--- config.mk ---
export PLATFORM = sky130hd
export DESIGN_NAME = usr_seq_ctrl
export DESIGN_NICKNAME = d
export VERILOG_FILES = /design/src/rtl/usr_seq_pkg.sv /design/src/rtl/usr_seq_bitcnt.sv /design/src/rtl/usr_seq_ctrl.sv
export SDC_FILE = /design/constraint.sdc
export NUM_CORES = 1
export LEC_CHECK = 0
export ABC_AREA = 1
export CAP_MARGIN = 20
export CORE_MARGIN = 2
export CORE_UTILIZATION = 43
export CTS_BUF_LIST = sky130_fd_sc_hd__clkbuf_4 sky130_fd_sc_hd__clkbuf_8
export CTS_CLUSTER_SIZE = 25
export DETAILED_ROUTE_END_ITERATION = 8
export MAX_ROUTING_LAYER = met4
export PLACE_DENSITY = 0.82
export REMOVE_ABC_BUFFERS = 1
export SKIP_CTS_REPAIR_TIMING = 1
export SLEW_MARGIN = 30
export SYNTH_ARGS = -nofsm -noshare
export SYNTH_HDL_FRONTEND = slang
export SYNTH_HIERARCHICAL = 1
export SYNTH_SLANG_ARGS = --single-unit
--- constraint.sdc ---
create_clock -name clk -period 1.8 [get_ports clk]
set_input_delay 0.36 -clock clk [delete_from_list [all_inputs] [get_ports clk]]
set_output_delay 0.36 -clock clk [all_outputs]
set_load 0.005 [all_outputs]
--- src/rtl/usr_seq_pkg.sv ---
// usr_seq_pkg -- shared definitions for the universal shift register sequencer.
//
// Contents:
//   op_e        command op codes carried on cmd_op
//   mode_e      shift register mode encoding (must match the register)
//   state_e     sequencer FSM states
//   shift_mode  op code -> register mode used while shifting
//
// Build option: USR_SEQ_PARITY_EN adds the ST_PAR state used by the
// serial parity cycle.
package usr_seq_pkg;

    typedef enum logic [2:0] {
        OP_LOAD = 3'b000,
        OP_TX   = 3'b001,
        OP_RX   = 3'b010,
        OP_SHL  = 3'b011,
        OP_SHR  = 3'b100,
        OP_ROL  = 3'b101,
        OP_ROR  = 3'b110,
        OP_ILL  = 3'b111
    } op_e;

    typedef enum logic [2:0] {
        MODE_SISO = 3'b000,
        MODE_PIPO = 3'b001,
        MODE_SIPO = 3'b010,
        MODE_PISO = 3'b011,
        MODE_SHR  = 3'b100,
        MODE_SHL  = 3'b101,
        MODE_ROR  = 3'b110,
        MODE_ROL  = 3'b111
    } mode_e;

    typedef enum logic [2:0] {
        ST_IDLE  = 3'd0,
        ST_LOAD  = 3'd1,
        ST_SHIFT = 3'd2,
`ifdef USR_SEQ_PARITY_EN
        ST_PAR   = 3'd3,
`endif
        ST_RESP  = 3'd4
    } state_e;

    // TX and RX both shift right so the LSB leaves on serial_out and the
    // receive line enters at the MSB.
    function automatic mode_e shift_mode(input op_e op);
        mode_e m;
        case (op)
            OP_SHL:  m = MODE_SHL;
            OP_ROL:  m = MODE_ROL;
            OP_ROR:  m = MODE_ROR;
            default: m = MODE_SHR;
        endcase
        return m;
    endfunction

endpackage

--- src/rtl/usr_seq_bitcnt.sv ---
// usr_seq_bitcnt -- loadable shift-count down-counter.
//
// Ports:
//   clk, rst_n   clock, asynchronous active-low reset
//   load         capture load_val (saturated to WIDTH)
//   load_val     requested shift count
//   dec          decrement by one (stops at zero)
//   last         count is exactly one: the current cycle is the final shift
//   zero         count is zero
module usr_seq_bitcnt #(
    parameter int unsigned WIDTH = 8,
    parameter int unsigned CNT_W = $clog2(WIDTH + 1)
) (
    input  logic             clk,
    input  logic             rst_n,
    input  logic             load,
    input  logic [CNT_W-1:0] load_val,
    input  logic             dec,
    output logic             last,
    output logic             zero
);

    localparam logic [CNT_W-1:0] CNT_MAX = CNT_W'(WIDTH);

    logic [CNT_W-1:0] cnt;

    always_ff @(posedge clk or negedge rst_n) begin
        if (!rst_n) begin
            cnt <= '0;
        end else if (load) begin
            cnt <= (load_val > CNT_MAX) ? CNT_MAX : load_val;
        end else if (dec && !zero) begin
            cnt <= cnt - CNT_W'(1);
        end
    end

    assign zero = (cnt == '0);
    assign last = (cnt == CNT_W'(1));

endmodule

--- src/rtl/usr_seq_ctrl.sv ---
// usr_seq_ctrl -- command-driven sequencer for the 8-mode universal shift
// register; also acts as the serial TX/RX front end.
//
// Ports:
//   clk, rst_n                   clock, asynchronous active-low reset
//   cmd_valid/cmd_ready          command handshake
//   cmd_op, cmd_data, cmd_cnt    op code, load/TX value, shift count
//   rsp_valid/rsp_ready          response handshake
//   rsp_data, rsp_err            register contents at completion, error flag
//   busy                         a command is in progress
//   ser_in                       serial receive line
//   ser_out, ser_oe              serial transmit data / output enable
//   usr_mode, usr_par, usr_sin   drive register mode, parallel_in, serial_in
//   usr_q, usr_sout              register q and serial_out
//
// Build option: USR_SEQ_PARITY_EN appends an even-parity cycle to TX and RX;
// an RX parity mismatch is reported on rsp_err.
module usr_seq_ctrl
    import usr_seq_pkg::*;
#(
    parameter int unsigned WIDTH = 8,
    parameter int unsigned CNT_W = $clog2(WIDTH + 1)
) (
    input  logic             clk,
    input  logic             rst_n,
    input  logic             cmd_valid,
    output logic             cmd_ready,
    input  logic [2:0]       cmd_op,
    input  logic [WIDTH-1:0] cmd_data,
    input  logic [CNT_W-1:0] cmd_cnt,
    output logic             rsp_valid,
    input  logic             rsp_ready,
    output logic [WIDTH-1:0] rsp_data,
    output logic             rsp_err,
    output logic             busy,
    input  logic             ser_in,
    output logic             ser_out,
    output logic             ser_oe,
    output logic [2:0]       usr_mode,
    output logic [WIDTH-1:0] usr_par,
    output logic             usr_sin,
    input  logic [WIDTH-1:0] usr_q,
    input  logic             usr_sout
);

    state_e           state, state_nxt;
    op_e              op_q;
    op_e              cmd_op_e;
    logic [WIDTH-1:0] data_q;
    logic             err_q;
    logic             accept;
    logic             cnt_load, cnt_dec, cnt_last, cnt_zero;
`ifdef USR_SEQ_PARITY_EN
    logic             par_q;
`endif

    assign cmd_op_e = op_e'(cmd_op);
    assign accept   = (state == ST_IDLE) && cmd_valid;

    usr_seq_bitcnt #(
        .WIDTH (WIDTH),
        .CNT_W (CNT_W)
    ) u_bitcnt (
        .clk      (clk),
        .rst_n    (rst_n),
        .load     (cnt_load),
        .load_val (cmd_cnt),
        .dec      (cnt_dec),
        .last     (cnt_last),
        .zero     (cnt_zero)
    );

    always_ff @(posedge clk or negedge rst_n) begin
        if (!rst_n) begin
            state <= ST_IDLE;
        end else begin
            state <= state_nxt;
        end
    end

    // Command capture and error/parity bookkeeping.
    always_ff @(posedge clk or negedge rst_n) begin
        if (!rst_n) begin
            op_q   <= OP_LOAD;
            data_q <= '0;
            err_q  <= 1'b0;
`ifdef USR_SEQ_PARITY_EN
            par_q  <= 1'b0;
`endif
        end else begin
            if (accept) begin
                op_q   <= cmd_op_e;
                data_q <= cmd_data;
                err_q  <= (cmd_op_e == OP_ILL);
`ifdef USR_SEQ_PARITY_EN
                par_q  <= 1'b0;
`endif
            end
`ifdef USR_SEQ_PARITY_EN
            // Running XOR of the bits on the wire: TX bits leave via
            // serial_out, RX bits arrive via ser_in.
            if (state == ST_SHIFT) begin
                par_q <= par_q ^ ((op_q == OP_RX) ? ser_in : usr_sout);
            end
            if ((state == ST_PAR) && (op_q == OP_RX)) begin
                err_q <= ser_in ^ par_q;
            end
`endif
        end
    end

    always_comb begin
        state_nxt = state;
        cmd_ready = 1'b0;
        rsp_valid = 1'b0;
        usr_mode  = MODE_PIPO;
        usr_par   = usr_q;
        usr_sin   = 1'b0;
        ser_out   = 1'b1;
        ser_oe    = 1'b0;
        cnt_load  = 1'b0;
        cnt_dec   = 1'b0;

        unique case (state)
            ST_IDLE: begin
                cmd_ready = 1'b1;
                if (cmd_valid) begin
                    cnt_load = 1'b1;
                    case (cmd_op_e)
                        OP_LOAD, OP_TX: state_nxt = ST_LOAD;
                        OP_ILL:         state_nxt = ST_RESP;
                        default:        state_nxt = (cmd_cnt != '0) ? ST_SHIFT : ST_RESP;
                    endcase
                end
            end

            ST_LOAD: begin
                usr_par   = data_q;
                state_nxt = ((op_q == OP_TX) && !cnt_zero) ? ST_SHIFT : ST_RESP;
            end

            ST_SHIFT: begin
                usr_mode = shift_mode(op_q);
                cnt_dec  = 1'b1;
                if (op_q == OP_RX) begin
                    usr_sin = ser_in;
                end
                if (op_q == OP_TX) begin
                    ser_oe  = 1'b1;
                    ser_out = usr_sout;
                end
                if (cnt_last) begin
`ifdef USR_SEQ_PARITY_EN
                    state_nxt = ((op_q == OP_TX) || (op_q == OP_RX)) ? ST_PAR : ST_RESP;
`else
                    state_nxt = ST_RESP;
`endif
                end
            end

`ifdef USR_SEQ_PARITY_EN
            ST_PAR: begin
                if (op_q == OP_TX) begin
                    ser_oe  = 1'b1;
                    ser_out = par_q;
                end
                state_nxt = ST_RESP;
            end
`endif

            ST_RESP: begin
                rsp_valid = 1'b1;
                if (rsp_ready) begin
                    state_nxt = ST_IDLE;
                end
            end

            default: state_nxt = ST_IDLE;
        endcase
    end

    assign busy     = (state != ST_IDLE);
    assign rsp_data = usr_q;
    assign rsp_err  = err_q && (state == ST_RESP);

endmodule

## Yosys cells after proc, flatten, opt, wreduce, memory -nomap -nowiden

Index checks and enable logic that the tools add are counted.

- Register bits after elaboration: 19
- Input port bits: 29
- Output and inout port bits: 26
- Logic and storage cells: 58

- Add/sub/neg operators: 1
- $lt $le $gt $ge: 1
- Eq/ne operators: 14
- Mux-type cells: 24
- Reduce and logical (&&, ||, !) cells: 13

Operator list:

| operator | number |
|---|---|
| 3-bit 2-to-1 mux | 6 |
| 3-bit == test, second input constant | 4 |
| 4-bit 2-to-1 mux | 3 |
| 3-bit one-hot mux with 4 select lines | 1 |
| 1-bit 2-to-1 mux | 11 |
| 3-bit by 1-bit == test with 1-bit output, second input constant | 3 |
| 3-bit by 2-bit == test with 1-bit output, second input constant | 3 |
| 8-bit 2-to-1 mux | 1 |
| 3-bit logical NOT | 2 |
| 2-bit != test, second input constant | 3 |
| 2-bit one-hot mux with 3 select lines | 1 |
| 3-bit one-hot mux with 2 select lines | 1 |
| 4-bit by 1-bit == test with 1-bit output, second input constant | 1 |
| 4-bit > comparator, second input constant | 1 |
| 1-bit logical AND | 4 |
| 4-bit logical NOT | 1 |
| 4-bit nonzero test | 1 |
| 4-bit by 1-bit subtractor with 4-bit output, second input constant | 1 |
| 3-bit AND reduction | 1 |
| 3-bit nonzero test | 1 |
| 2-bit nonzero test | 1 |
| 2-bit OR reduction | 1 |
| 1-bit logical NOT | 1 |

## Longest topological paths before layout

Gate-level depths: netlist of run 1.

- Depth after elaboration: 5
- Mapped depth: 10
- Depth with buffers taken out: 10

## Hierarchy

Netlist of run 1, hierarchy kept.

Modules (own cells, without submodules):

| module | times used | cells an instance | area each (um^2) | seq. area each (um^2) |
|---|---|---|---|---|
| usr_seq_ctrl | 1 | 145 | 952.2 | 375.4 |
| usr_seq_bitcnt | 1 | 48 | 311.5 | 100.1 |

## Least setup slack after synthesis of run 1

OpenSTA, ideal clock, no wires.

- Path type: register -> register
- From: register state[1]
- To: register u_bitcnt.cnt[3]
- Library setup time: 0.116 ns
- Data arrival time: 1.281 ns
- Required time: 1.684 ns
- Setup slack: 0.403 ns
- Cell stages (with the launch flop): 10
- Buffers on the path: 1
- Period minus slack after synthesis: 1.397 ns
- Cells stage by stage: dfrtp_1 nor3_4 nand2_2 inv_2 buf_6 inv_2 nand3b_1 o21ai_1 inv_1 nand2_1

- Longest elaborated chain between the ends: 4
- Elaborated cells between the ends (all ways): 7
- Those cells by class: eq/ne (1); mux (3); reduce/logical (3)

Ends and longest elaborated chain:

| what | line | text |
|---|---|---|
| start: declaration | usr_seq_ctrl.sv:46 | `state_e state, state_nxt;` |
| start signal: assignment | usr_seq_ctrl.sv:77 | `state <= state_nxt;` |
| 3-bit by 2-bit == test with 1-bit output | usr_seq_ctrl.sv:124 | `unique case (state)` |
| 1-bit 2-to-1 mux | usr_seq_ctrl.sv:124 |  |
| 1-bit logical AND | usr_seq_bitcnt.sv:32 | `end else if (dec && !zero) begin` |
| 2-bit nonzero test (no source line) | -- |  |
| end signal: assignment | usr_seq_bitcnt.sv:31 | `cnt <= (load_val > CNT_MAX) ? CNT_MAX : load_val;` |
| end signal: assignment | usr_seq_bitcnt.sv:33 | `cnt <= cnt - CNT_W'(1);` |
| end: declaration | usr_seq_bitcnt.sv:25 | `logic [CNT_W-1:0] cnt;` |

Several ways; a longest one is shown, not always the timed one.
A chain may end at the register's enable or synchronous reset.

## Worst setup path after layout of run 1

- From: register state[0]
- To: output port usr_par[3]

- Longest elaborated chain between the ends: 2

Ends and longest elaborated chain:

| what | line | text |
|---|---|---|
| 3-bit by 1-bit == test with 1-bit output | usr_seq_ctrl.sv:124 |  |
| 8-bit 2-to-1 mux | usr_seq_ctrl.sv:124 |  |
| end: declaration | usr_seq_ctrl.sv:40 | `output logic [WIDTH-1:0] usr_par,` |

No other way between the ends.

==> reports/results.txt, run 1 <==
Worst Skew = 0.0006580 ns
Clock Latency Late Sink = 0.30 ns
Nets = 294
Antenna violations before repair = 0
Die Wd = 58.21 um
Power Density = 1273 nW/um^2
Post-DRT Antenna Nets = 0
CTS tree = built
Max Cap Viol = 0
CP max FO = 4
Worst Setup Slack, final = -0.08028 ns
Number of synthesized flops with an enable pin = 0
Min Tclk post-route = 1.880 ns
FF+latch area = 479.2 sq um
Max Clock Freq = 531.8 MHz
Failing checks = setup timing
Largest net degree at the start of global routing = 20
Drt pass-1 iters = 4
Worst EP required = 1.44 ns
Ys Warns = 6
Total CTS buffers = 3
WHS = 0.3851 ns
Netlist cell types = 21
First-pass GRT wire length = 5106 um
Crit path launch type = flip-flop
P_sw = 0.001112 W
Peak supply drop = 0.9959 mV
Synth area leaders = dfrtp_1, nand2_1, inv_1
Mean Syn Cell Area = 6.548 sq um
Final setup violation count = 6
Deepest clock path buffer count = 2
Slew margin rel. = 83.21%
Cells after Synth = 193
Critical Path End = usr_par[3]
Antenna cells = 0
Pins Over Slew Limit = 0
Final hold vios = 0
Combinational power share = 60.4%
Synthesized area = 1264 sq um
Post-route clock period utilization = 104.5%
Reg clk slew, reported paths = 0.11 ns
Final WL = 3341 um
RSZ-0062 raised after global routing = true
Crit Path Category = reg2out
Final HPWL from detailed placement = 2407 um
Path depth of the worst reg2reg path = 10
Reg2reg end = u_bitcnt/cnt[3]
Leakage Power = 1.144 nW
Die ar. = 3388 sq um
Switching share of power = 42.92%
DRC = 0
Status = complete, but fails checks
Drt initial violations = 25
Asr flop ratio synth = 100.0%
Grt total ovfl = 0
H-tree levels = 1
Design internal power = 0.001480 W
CP Data Arrival Time = 1.52 ns
Clock power frac = 8.3%
Row Count = 19
Starting Density = 45.43%
Area of the multi-input gates = 676.9 sq um
Sequential fraction of the synthesis area = 37.62%
CTS Sinks = 19
Top Ports = 55
Total Routing Usage GR = 19.84%
Die Y = 58.21 um
Layout cells sized above 1 = 22.90%
Critical R2R Launch = state[1]
R2R setup slack = 0.20 ns
Core area = 2781 sq um
WL/cell = 11.40 um
Layout fillers = 234
Most frequent cells after synthesis = nand2_1, inv_1, dfrtp_1
Core Util, Final = 73.19%
Final Power = 0.002592 W
Area delta synth->final = 61.09%
Via density = 4.782
Routability cong. = 0.8097
#FFs+latches synth = 19
HP Class = in2async
PortBufs = 54
Worst Tran Pin Value = 0.2518 ns
Number of global-route vias before repair = 1,240
Share of the synthesized area in the top cell type = 37.62%
Main synth FF type = dfrtp_1
Clock Tree Root = clkbuf_4
CP startpoint = state[0]
Count leader, synth = nand2_1
Post-synth top area cell = dfrtp_1
Worst setup EP type = output port
Seq pwr share = 31.2%
Via Count = 1,401
==> worst min path at each step <==
stage,from,to,cells past startpoint
after floorplan,rst_n,data_q[0],0
after global placement,err_q,err_q,2
after detailed placement,err_q,err_q,2
after CTS,rst_n,u_bitcnt/cnt[2],2
after global routing,rst_n,data_q[5],2
final,rst_n,data_q[5],2
==> cells by family after synthesis <==
group / share of synthesized area [%]
AND/OR/NAND/NOR: 42.77
buffers and inverters: 14.06
flip-flops: 37.62
AO/OA/AOI/OAI: 3.563
adder cells (fa/ha/maj): 1.980
==> flip-flops by register name, summed over array words and instances (netlist names) <==
signal / flops
data_q: 8
err_q: 1
op_q: 3
state: 3
u_bitcnt/cnt: 4
==> worst max-delay path: stages (launching register included) <==
cell and delay (ns):
dfrtp_2 0.45, nand2_2 0.09, nor2_4 0.14, buf_6 0.12, buf_6 0.11, buf_6 0.10, nand2_1 0.05, nand2_1 0.06
clkbuf_2 0.11
==> stage by stage <==
stage / setup TNS, ns / setup slack [ns] / area, sq um / cells
3_3_place_gp: -0.2325 / -0.1721 / 1879 / 283
2_1_floorplan: 0 / 0.1779 / 1172 / 181
3_5_place_dp: -0.3531 / -0.2004 / 1879 / 283
4_1_cts: -5.368 / -0.4315 / 1907 / 287
5_1_grt: -0.8908 / -0.2050 / 2036 / 293
6_report: -0.2381 / -0.08028 / 2036 / 293
==> layout by cell type (no fill, tap or decap), drive strengths merged, types with 6 or more instances in the layout <==
cell	n
o21ai	8
nand3	13
inv	23
clkdlybuf4s50	36
clkbuf	6
buf	28
dlymetal6s2s	10
dfrtp	19
nand2	90
nor2	16
==> power groups by stage <==
stage | registers (W) | clock network (W) | logic (W)
global route | 0.000840 | 0.000244 | 0.00176
floorplan | 0.000761 | 0 | 0.000759
detailed placement | 0.000769 | 0 | 0.00142
global placement | 0.000769 | 0 | 0.00139
finish | 0.000810 | 0.000216 | 0.00157
CTS | 0.000763 | 0.000226 | 0.00144
==> cell type report <==
| class | instances | share of cell area, % |
|---|---|---|
| tap | 31 | 1.905 |
| timing repair buffer | 77 | 35.59 |
| clock buffer | 3 | 1.106 |
| clock inverter | 1 | 0.2459 |
| sequential | 19 | 23.54 |
| inverter | 23 | 4.364 |
| multi-input combinational | 139 | 33.25 |
==> metal layers <==
metal / share of wire [%] / global-route usage, % / wire [um] / vias up
met4: 1.1 / 6.312 / 38 / 0
li1: - / - / - / 727
met5: 0 / - / 0 / -
met1: 44 / 24.58 / 1455 / 632
met2: 52 / 33.77 / 1738 / 38
met3: 3.3 / 2.232 / 109 / 4
No activity file was read; power rests on OpenSTA's default activity.
==> inputs of run 2 (changes only) <==
- PLACE_DENSITY: 0.82 -> 0.79
==> reports/results.txt, run 2 (synthesis gave the netlist of run 1 again) <==
Drt initial violations = 39
CP Data Arrival Time = 1.71 ns
Dpl cell area = 1842 sq um
PortBufs = 54
Drt pass-1 iters = 4
Area of the multi-input gates = 630.6 sq um
Crit path launch type = flip-flop
WL/cell = 11.01 um
Max Clock Freq = 483.5 MHz
CTS tree = built
Grt met1 use = 25.14%
Grt total ovfl = 0
Worst Tran Pin Value = 0.2550 ns
Largest register FFs = 8
Final setup violation count = 14
Layout cells sized above 1 = 18.15%
Antenna cells = 0
Final hold vios = 0
Total Routing Usage GR = 19.26%
RSZ-0062 raised after global routing = true
Worst Setup Slack, final = -0.2684 ns
CTS Sinks = 19
Number of global-route vias before repair = 1,172
Slowest cell on crit path = dfrtp_1
Largest registers = data_q x8, u_bitcnt/cnt x4
H-tree levels = 1
Min Tclk post-route = 2.068 ns
Critical path cell sequence = inv_2 -> nand2_1 -> nor2_1 -> buf_6 -> clkinvlp_4 -> buf_6 -> buf_6 -> nand2_2 -> nand2_2 -> buf_6
Slew margin rel. = 83.00%
Die ar. = 3388 sq um
Area delta synth->final = 56.24%
Met3 usage = 2.679%
Antenna violations before repair = 0
Max Cap Viol = 0
Commonest non-fill, non-tap cell in the layout = nand2_1
Total CTS buffers = 3
Post-route clock period utilization = 114.9%
First-pass GRT wire length = 4933 um
Routability cong. = 0.8066
Path depth of the worst reg2reg path = 10
Reg2reg end = u_bitcnt/cnt[3]
Met2 Use GR = 31.49%
Final WL = 3194 um
Deepest clock path buffer count = 2
Via Count = 1,379
Crit Path Category = reg2out
Status = complete, but fails checks
Failing checks = setup timing
Largest reg by FF count = data_q
Final HPWL from detailed placement = 2378 um
FF+latch area = 476.7 sq um
Starting Density = 45.43%
Post-route cell area = 1974 sq um
Die Y = 58.21 um
Final std cells w/o fill = 290
Commonest cells after routing, fill and taps aside = nand2_1, clkdlybuf4s50_1, dfrtp_1
Clock Tree Root = clkbuf_4
DRC = 0
Die Wd = 58.21 um
Peak supply drop = 0.9316 mV
Largest net degree at the start of global routing = 20
Leakage Power = 1.101 nW
CP most frequent cell = buf_6
Critical R2R Launch = state[0]
HP Class = in2async
Clock Latency Late Sink = 0.29 ns
Inst Count DP = 278
Top Ports = 55
Power Density = 1229 nW/um^2
Row Count = 19
Worst setup EP type = output port
Crit-path max cell delay = 0.40 ns
Pins Over Slew Limit = 0
CP startpoint = state[2]
Reg clk slew, reported paths = 0.11 ns
Worst EP required = 1.44 ns
Worst Skew = 0.0006832 ns
DP Worst Slack = -0.1863 ns
Nets = 291
Core area = 2781 sq um
Global route hottest layer = met2
Via density = 4.755
CP max FO = 7
Layout fillers = 242
R2R setup slack = 0.26 ns
Post-DRT Antenna Nets = 0
==> run 2: metal layers <==
layer  share of wire [%]  up-vias
met5                   0        -
met4                0.85        0
met3                 5.0        4
met2                  50       43
met1                  44      609
li1                    -      723
==> run 2: through the flow <==
stage	total power, W	utilization, %	TNS, ns	hold WS, ns
2_1_floorplan	0.001520	-	0	0.06441
3_3_place_gp	0.002112	66.22	-0.7977	0.4623
3_5_place_dp	0.002145	66.22	-0.8497	0.4648
4_1_cts	0.002387	67.30	-5.578	0.3899
5_1_grt	0.002664	70.99	-3.872	0.4151
6_report	0.002426	70.99	-2.349	0.3904
==> run 2: how the worst max path moves through the flow <==
stage | slack [ns] | cells after the start | end
6_report | -0.27 | 10 | usr_par[5]
5_1_grt | -0.38 | 10 | usr_par[5]
4_1_cts | -0.45 | 6 | usr_par[5]
3_5_place_dp | -0.19 | 4 | usr_sin
3_3_place_gp | -0.18 | 4 | usr_sin
2_1_floorplan | 0.18 | 6 | usr_par[0]
==> run 2: layout make-up <==
| class | instances | area share (%) |
|---|---|---|
| Sequential cell | 19 | 24.14 |
| Multi-Input combinational cell | 139 | 31.94 |
| Inverter | 23 | 4.563 |
| Tap cell | 31 | 1.965 |
| Clock buffer | 4 | 1.521 |
| Timing Repair Buffer | 74 | 35.87 |
==> run 2: where the power goes <==
part           leakage [nW]  total, W  switching [W]  internal [W]
combinational         0.845   0.00141       0.000726      0.000682
clock                0.0184  0.000232       0.000130      0.000101
sequential            0.238  0.000786       0.000163      0.000624
total                  1.10   0.00243        0.00102       0.00141
==> run 2: critical path: cells and delay by family, from the launching register on <==
family / cells / cell delay, ns
and+or+nand+nor: 4 / 0.31
DFF: 1 / 0.40
buffers and inverters: 6 / 0.70
